`config.mk`:
```
export PLATFORM = sky130hd
export DESIGN_NAME = div_issue_stage
export DESIGN_NICKNAME = d
export VERILOG_FILES = /design/src/rtl/div_issue_stage.sv
export SDC_FILE = /design/constraint.sdc
export NUM_CORES = 1
export LEC_CHECK = 0
export ABC_CLOCK_PERIOD_IN_PS = 4300
export CAP_MARGIN = 25
export CORE_MARGIN = 1
export CORE_UTILIZATION = 30
export CTS_CLUSTER_DIAMETER = 150
export DETAILED_ROUTE_END_ITERATION = 8
export PLACE_DENSITY_LB_ADDON = 0.15
export SLEW_MARGIN = 25
export SYNTH_ARGS = -nofsm -noshare
export SYNTH_HDL_FRONTEND = slang
export SYNTH_SLANG_ARGS = --single-unit
```
`constraint.sdc`:
```
create_clock -name clk -period 4.3 [get_ports clk]
set_clock_uncertainty 0.2 [all_clocks]
set_input_delay 0.86 -clock clk [delete_from_list [all_inputs] [get_ports clk]]
set_output_delay 0.86 -clock clk [all_outputs]
set_load 0.01 [all_outputs]
```
`src/rtl/div_issue_stage.sv`:
```
// Issue/return stage in front of a combinational non-restoring array divider.
// Requests are queued in a 2-entry FIFO. The head is screened for divide-by-zero
// and quotient overflow when popped. Clean requests drive registered operands into
// the divider and wait LAT cycles before the quotient and remainder are captured.
// Responses come back in request order over a valid/ready handshake.
module div_issue_stage #(
  parameter int unsigned NX   = 3,  // must match the divider's Nx
  parameter int unsigned LAT  = 1,  // divider settle cycles, 1..15
  parameter int unsigned TAGW = 4
) (
  input  logic              clk,
  input  logic              rst_n,
  // request side
  input  logic              req_valid,
  output logic              req_ready,
  input  logic [2*NX-3:0]   req_dividend,
  input  logic [NX-2:0]     req_divisor,
  input  logic [TAGW-1:0]   req_tag,
  // divider operands and results
  output logic [NX-2:0]     div_D,
  output logic [2*NX-3:0]   div_R0,
  input  logic [NX-1:0]     div_Q,
  input  logic [2*NX-2:0]   div_R,
  // response side
  output logic              rsp_valid,
  input  logic              rsp_ready,
  output logic [NX-1:0]     rsp_quot,
  output logic [2*NX-2:0]   rsp_rem,
  output logic [TAGW-1:0]   rsp_tag,
  output logic [1:0]        rsp_err
);

  localparam int unsigned DW = 2 * NX - 2;  // dividend width
  localparam int unsigned VW = NX - 1;      // divisor width
  localparam int unsigned RW = 2 * NX - 1;  // remainder width

  localparam logic [3:0] LatCnt = 4'(LAT);

  localparam logic [1:0] ErrNone = 2'b00;
  localparam logic [1:0] ErrZero = 2'b01;
  localparam logic [1:0] ErrOvf  = 2'b10;

  typedef enum logic [1:0] {StIdle, StWait, StResp} state_e;

  // ---------------------------------------------------------------------------
  // Request FIFO
  // ---------------------------------------------------------------------------
  logic [DW-1:0]   fifo_dvd_q [2];
  logic [VW-1:0]   fifo_dvs_q [2];
  logic [TAGW-1:0] fifo_tag_q [2];
  logic [1:0]      count_q, count_d;
  logic            wr_ptr_q, rd_ptr_q;
  logic            push, pop;
  state_e          state_q;

  // Ready depends only on the registered count, so a full FIFO never bypasses.
  assign req_ready = (count_q != 2'd2);
  assign push      = req_valid & req_ready;
  assign pop       = (state_q == StIdle) && (count_q != 2'd0);

  // Occupancy next state; simultaneous push and pop leave the count unchanged.
  always_comb begin
    count_d = count_q;
    unique case ({push, pop})
      2'b10:   count_d = count_q + 2'd1;
      2'b01:   count_d = count_q - 2'd1;
      default: count_d = count_q;
    endcase
  end

  // FIFO occupancy and pointers.
  always_ff @(posedge clk or negedge rst_n) begin
    if (!rst_n) begin
      count_q  <= 2'd0;
      wr_ptr_q <= 1'b0;
      rd_ptr_q <= 1'b0;
    end else begin
      count_q <= count_d;
      if (push) wr_ptr_q <= ~wr_ptr_q;
      if (pop)  rd_ptr_q <= ~rd_ptr_q;
    end
  end

  // FIFO storage; contents are qualified by the count, so they need no reset.
  always_ff @(posedge clk) begin
    if (push) begin
      fifo_dvd_q[wr_ptr_q] <= req_dividend;
      fifo_dvs_q[wr_ptr_q] <= req_divisor;
      fifo_tag_q[wr_ptr_q] <= req_tag;
    end
  end

  // ---------------------------------------------------------------------------
  // Head screening
  // ---------------------------------------------------------------------------
  logic [DW-1:0]   head_dvd;
  logic [VW-1:0]   head_dvs;
  logic [TAGW-1:0] head_tag;
  logic            head_zero, head_ovf;
  logic [1:0]      head_err;

  assign head_dvd = fifo_dvd_q[rd_ptr_q];
  assign head_dvs = fifo_dvs_q[rd_ptr_q];
  assign head_tag = fifo_tag_q[rd_ptr_q];

  // The quotient fits NX bits only if the dividend's upper part is below the divisor.
  // Divide-by-zero takes priority over overflow.
  always_comb begin
    head_zero = (head_dvs == '0);
    head_ovf  = ((head_dvd >> NX) >= {{(DW - VW){1'b0}}, head_dvs});
    head_err  = ErrNone;
    if (head_zero)     head_err = ErrZero;
    else if (head_ovf) head_err = ErrOvf;
  end

  // ---------------------------------------------------------------------------
  // Issue / settle / return FSM with registered outputs
  // ---------------------------------------------------------------------------
  logic [3:0]      settle_q;
  logic [VW-1:0]   div_d_q;
  logic [DW-1:0]   div_r0_q;
  logic            rsp_valid_q;
  logic [NX-1:0]   quot_q;
  logic [RW-1:0]   rem_q;
  logic [TAGW-1:0] tag_q;
  logic [1:0]      err_q;

  // Operands change only on a pop edge, which keeps the divider path multicycle-safe.
  always_ff @(posedge clk or negedge rst_n) begin
    if (!rst_n) begin
      state_q     <= StIdle;
      settle_q    <= 4'd0;
      div_d_q     <= '0;
      div_r0_q    <= '0;
      rsp_valid_q <= 1'b0;
      quot_q      <= '0;
      rem_q       <= '0;
      tag_q       <= '0;
      err_q       <= ErrNone;
    end else begin
      unique case (state_q)
        StIdle: begin
          if (pop) begin
            div_d_q  <= head_dvs;
            div_r0_q <= head_dvd;
            tag_q    <= head_tag;
            if (head_err != ErrNone) begin
              // Rejected requests skip the divider and answer on the next cycle.
              quot_q      <= '1;
              rem_q       <= {{(RW - DW){1'b0}}, head_dvd};
              err_q       <= head_err;
              rsp_valid_q <= 1'b1;
              state_q     <= StResp;
            end else begin
              settle_q <= LatCnt;
              state_q  <= StWait;
            end
          end
        end
        StWait: begin
          if (settle_q == 4'd1) begin
            quot_q      <= div_Q;
            rem_q       <= div_R;
            err_q       <= ErrNone;
            rsp_valid_q <= 1'b1;
            state_q     <= StResp;
          end else begin
            settle_q <= settle_q - 4'd1;
          end
        end
        StResp: begin
          if (rsp_ready) begin
            rsp_valid_q <= 1'b0;
            state_q     <= StIdle;
          end
        end
        default: state_q <= StIdle;
      endcase
    end
  end

  assign div_D     = div_d_q;
  assign div_R0    = div_r0_q;
  assign rsp_valid = rsp_valid_q;
  assign rsp_quot  = quot_q;
  assign rsp_rem   = rem_q;
  assign rsp_tag   = tag_q;
  assign rsp_err   = err_q;

endmodule

```
; ---- After elaboration in Yosys (flattened, before gate mapping)
; Memories as Yosys holds them, arrays and structs flattened. A register that Yosys moved wholly into a read port is not among the register bits.
; Index checks and enable logic that the tools add are counted.
[totals]
n_memories = 3
reg_bits = 27
ram_bits = 20
output_inout_bits = 22
[op_classes]
eq_ne = 12
n_bitwise = 3
n_reduce_logical = 14
order_cmp = 1
mux = 31
addsub = 3
[mem_list]
columns = memory, depth, width, read_ports, rd_ports_with_merged_regs, wr, line
row1 = fifo_dvd_q, 2, 4, 1, 0, 1, 48  ; logic [DW-1:0] fifo_dvd_q [2];
row2 = fifo_tag_q, 2, 4, 1, 1, 1, 50  ; logic [TAGW-1:0] fifo_tag_q [2];
row3 = fifo_dvs_q, 2, 2, 1, 0, 1, 49  ; logic [VW-1:0] fifo_dvs_q [2];
[ops]
columns = operator, count
row1 = $mux 2, 9
row2 = $mux 5, 3
row3 = $mux 4, 3
row4 = $ne 2x2->1 const B, 6
row5 = $pmux 5 s2, 1
row6 = $mux 3, 3
row7 = $pmux 2 s2, 2
row8 = $pmux 4 s2, 1
row9 = $reduce_and 4->1, 2
row10 = $reduce_bool 2->1, 4
row11 = $mux 1, 6
row12 = $pmux 2 s3, 1
row13 = $pmux 3 s2, 1
row14 = $reduce_and 5->1, 1
row15 = $eq 2x1->1 const B, 2
row16 = $eq 2x2->1 const B, 2
row17 = $eq 4x1->1 const B, 1
row18 = $logic_not 2->1, 2
row19 = $sub 4x1->4 const B, 1
row20 = $pmux 1 s3, 1
row21 = $reduce_and 3->1, 1
row22 = $reduce_bool 3->1, 1
row23 = $add 2x1->2 const B, 1
row24 = $ge 1x2->1, 1
row25 = other kinds (7), 8

; ---- Depth between registers and ports, before layout
; An unclocked memory read counts as a cell.
[depth]
depth_word = 8
ltp_mapped = 8

; ---- Worst setup path before layout
; No wires, ideal clock.
[synth_path]
kind = reg-to-reg
startpoint = register rd_ptr_q
endpoint = register rem_q[2], in the netlist rsp_rem[2]
slack_ns = 1.667
required_ns = 3.975
arrival_ns = 2.308
synth_period_minus_slack_ns = 2.633
path_buffers = 2
setup_time_ns = 0.125
path_stages_with_launch = 9
path_cell_list = dfrtp_1 -> buf_2 -> mux2_2 -> ha_1 -> nand2b_1 -> a31oi_1 -> a221oi_2 -> buf_6 -> mux2_4
[synth_via]
elab_chain_len = 7
elab_cells_between_ends = 12
classes_between = order compare: 1 / eq/ne: 1 / mux: 5 / reduce/logical: 3 / memory: 2
[synth_rtl]
columns = item, line
row1 = "start, declared", 52  ; logic wr_ptr_q, rd_ptr_q;
row2 = "start signal, assigned", 80  ; if (pop) rd_ptr_q <= ~rd_ptr_q;
row3 = $mem_v2 2x2 (*), -
row4 = named net head_dvs[0], 97  ; logic [VW-1:0] head_dvs;
row5 = $ge 1x2->1, 110  ; head_ovf = ((head_dvd >> NX) >= {{(DW - VW){1'b0}}, head_dvs});
row6 = $mux 2, 113  ; else if (head_ovf) head_err = ErrOvf;
row7 = $mux 2 (*), 112  ; if (head_zero) head_err = ErrZero;
row8 = $reduce_bool 2->1 (*), 147  ; if (head_err != ErrNone) begin
row9 = $ne 2x1->1 (no source line) (*), -
row10 = $reduce_and 4->1 (no source line) (*), -
row11 = "end signal, assigned", 150  ; rem_q <= {{(RW - DW){1'b0}}, head_dvd};
row12 = "end signal, assigned", 163  ; rem_q <= div_R;
row13 = "end, declared", 124  ; logic [RW-1:0] rem_q;
; The timed path passes the listed nets; every way through them passes the cells marked *. The select of a mux whose other input is x is not followed.
; A chain may end at the register's enable or synchronous reset.

; ---- Final worst setup path
[layout_path]
startpoint = register rd_ptr_q
endpoint = register rem_q[1], in the netlist rsp_rem[1]
; Same word-level chain as after synthesis.

==> flow_summary_export.csv <==
group,metric,value,unit
drt,avgViaCountPerCell,4.38,
sta,hold_viol_final,0,
power_and_ir_drop,power_density,745,mW/mm2
worst_setup_path,critPathLaunchType,"flop",
cts,cts_tree,"yes",
logic_synthesis,seq_area_frac_synth,65.1,%
global_route,grt.total_usage,11.6,%
flow_run,maxCapViolations,0,
place,place_ws,982,ps
sta,layout_worst_path_cycle_share,74.6,%
sta,fin_ws,1090,ps
sta,fin_setup_tns,0,ps
worst_setup_path,crit_type,"flop to flop",
logic_synthesis,yosys_warnings,0,
logic_synthesis,synth_top_area_share,36.7,%
place,dpl.hpwl,2840,um
sta,drv_slew,0,
drt,drt_iter0_markers,49,
die,die_w,86.0,um
sta,grt_setup_unrepaired,"false",
place,gp_routability_congestion,0.737,
global_route,grt_overflow,0,
logic_synthesis,synth.avg_cell_area,13.3,um2
cts,ctsResizeCount,0,
sta,relSlewSlack,39.3,%
die,fp.dieH,86.0,um
finish,antenna_cells,0,
sta,setup_viol,0,
drt,routed_wl,3970,um
sta,worst_slew_pin_slew,907,ps
logic_synthesis,synth_seq_cells,51,
cts,clkTransAtPathRegs,90,ps
drt,drc,0,
worst_setup_path,cp_data_arrival_time,3200,ps
cts,cts_max_path_buffers,2,
logic_synthesis,syn-cell-area,0.00211,mm2
finish,layout_common_cells,"clkdlybuf4s50_1 (43), dfrtp_1 (31), edfxtp_1 (20)",
die,coreArea,0.00679,mm2
cts,post_cts_buffers,0,
cts,clkLatencyLatePin,300,ps
die,initial_core_util,31.1,%
finish,final_common_cell,"clkdlybuf4s50_1",
cts,root_buffer,"clkbuf_8",
min_path,hold_class,"flop to flop",
finish,final_layout_size_suffix_gt1_share,10.6,%
cts,numCtsBuffers,5,
drt,vias,1330,
die,io_pins,44,
finish,multi_input_area,679,um2
finish,seq_area,0.00138,mm2
logic_synthesis,synth.net_count,185,
logic_synthesis,yosys.area.top_type,"dfrtp_1",
place,numPortBuffers,43,
global_route,grt_pass1_vias,1368,
worst_setup_path,crit_required,4300,ps
die,die_area,0.00739,mm2
die,placementRows,30,
worst_setup_path,cp_max_fo,13,
finish,fillers,645,
cts,htreeDepth,2,
drt,ant_nets,0,
sta,period_needed,3210,ps
cts,cts_hold_buf,0,
logic_synthesis,synth_area_leaders,"dfrtp_1 (37%), edfxtp_1 (28%), mux2i_1 (4.7%)",
drt,dr.pass1.iters,4,
finish,area_delta_synth_final,31.2,%
global_route,antenna_found_initial,0,
worst_setup_path,rrSetupSlack,1090,ps
worst_setup_path,cp-end-kind,"flop",
logic_synthesis,synth_cell_type_count,36,
sta,max_freq,312,MHz
drt,wl_per_cell,13.1,um
finish,finalNetCount,233,
global_route,grt_max_degree,32,
power_and_ir_drop,peakVddDrop,0.000231,V
global_route,grt_pass1_wl,6410,um
cts,cts.sinks,51,
power_and_ir_drop,leakage,1.08,nW
status,outcome,"finished clean",
logic_synthesis,synth_cells,159,
-- per-layer routing --
metal,GRT usage (%),wire [um],vias up
met1,14.3,1790,625
met4,4.09,58,0
li1,-,-,665
met5,0,0,-
met3,3.46,187,5
met2,19.1,1940,35
-- final timing paths --
| path | startpoint | endpoint | cells after the start |
|---|---|---|---|
| max | rd_ptr_q | rsp_rem[1] | 7 |
| min | rsp_valid | rsp_valid | 1 |
| max reg2reg | rd_ptr_q | rsp_rem[1] | 7 |
| min reg2reg | rsp_valid | rsp_valid | 1 |
| max in group asynchronous | rst_n | rd_ptr_q | 2 |
| min in group asynchronous | rst_n | rsp_quot[2] | 2 |
-- registers in the layout, summed over array words and instances, names as in the netlist --
register and flops:
rd_ptr_q 1, count_q 2, fifo_tag_q 8, div_D 2, div_R0 4, rsp_tag 4, rsp_quot 3, settle_q 4
wr_ptr_q 1, rsp_rem 5, fifo_dvd_q 8, fifo_dvs_q 4, state_q 2, rsp_err 2, rsp_valid 1
-- power by group --
group | internal (mW) | leakage [nW] | total [mW] | switching, mW
clock | 0.176 | 0.0587 | 0.334 | 0.157
combinational | 0.481 | 0.474 | 0.902 | 0.421
sequential | 0.699 | 0.544 | 0.832 | 0.133
-- stage by stage --
step	util, %	cells	area [um2]	hold WS (ps)	total power, mW
2_1_floorplan	-	159	2110	261	1.40
6_report	40.8	304	2780	280	2.07
5_1_grt	40.8	304	2780	303	2.21
3_5_place_dp	39.0	295	2650	268	1.74
4_1_cts	40.7	303	2770	290	2.09
3_3_place_gp	39.0	295	2650	262	1.71
-- area by class of cell --
class	instances	share of cell area, %
Inverter	8	1.08
Clock inverter	3	1.71
Tap cell	96	4.33
Sequential cell	51	49.6
Multi-Input combinational cell	95	24.5
Clock buffer	5	2.48
Timing Repair Buffer	46	16.3
-- logic make-up after synthesis --
logic type                 count (synthesis)  synth area share [%]
and+or+nand+nor                           37                  9.11
DFF                                       51                  65.1
adders and majority gates                  4                  2.37
muxes                                     18                  9.47
buffers and inverters                     13                  2.78
xor gates and xnor gates                   5                  2.07
AOI/OAI and AO/OA                         31                  9.11
-- cell usage after synthesis, drive strengths merged --
cell    count
and3        1
edfxtp     20
nand3       1
mux2        7
o21a        1
a21oi      15
nand3b      2
xor2        2
nand2       1
a21o        1
xnor2       3
a211oi      1
mux2i      11
o22a        3
dfrtp      31
nor2       18
a31oi       2
a221oi      1
nor4        1
or2         4
nor2b       1
o21ai       2
nor3b       3
nand4       1
inv         8
buf         3
nand2b      3
nor3        1
o22ai       5
clkbuf      2
ha          4
-- critical path, cell delays in order (launching register included) --
cell and delay [ps]:
dfrtp_1 750, mux2_2 430, ha_1 270, nand2b_1 130, a31oi_1 110, a221oi_2 530
clkbuf_4 330, mux2_2 350
Power figures use the tool's default switching activity.
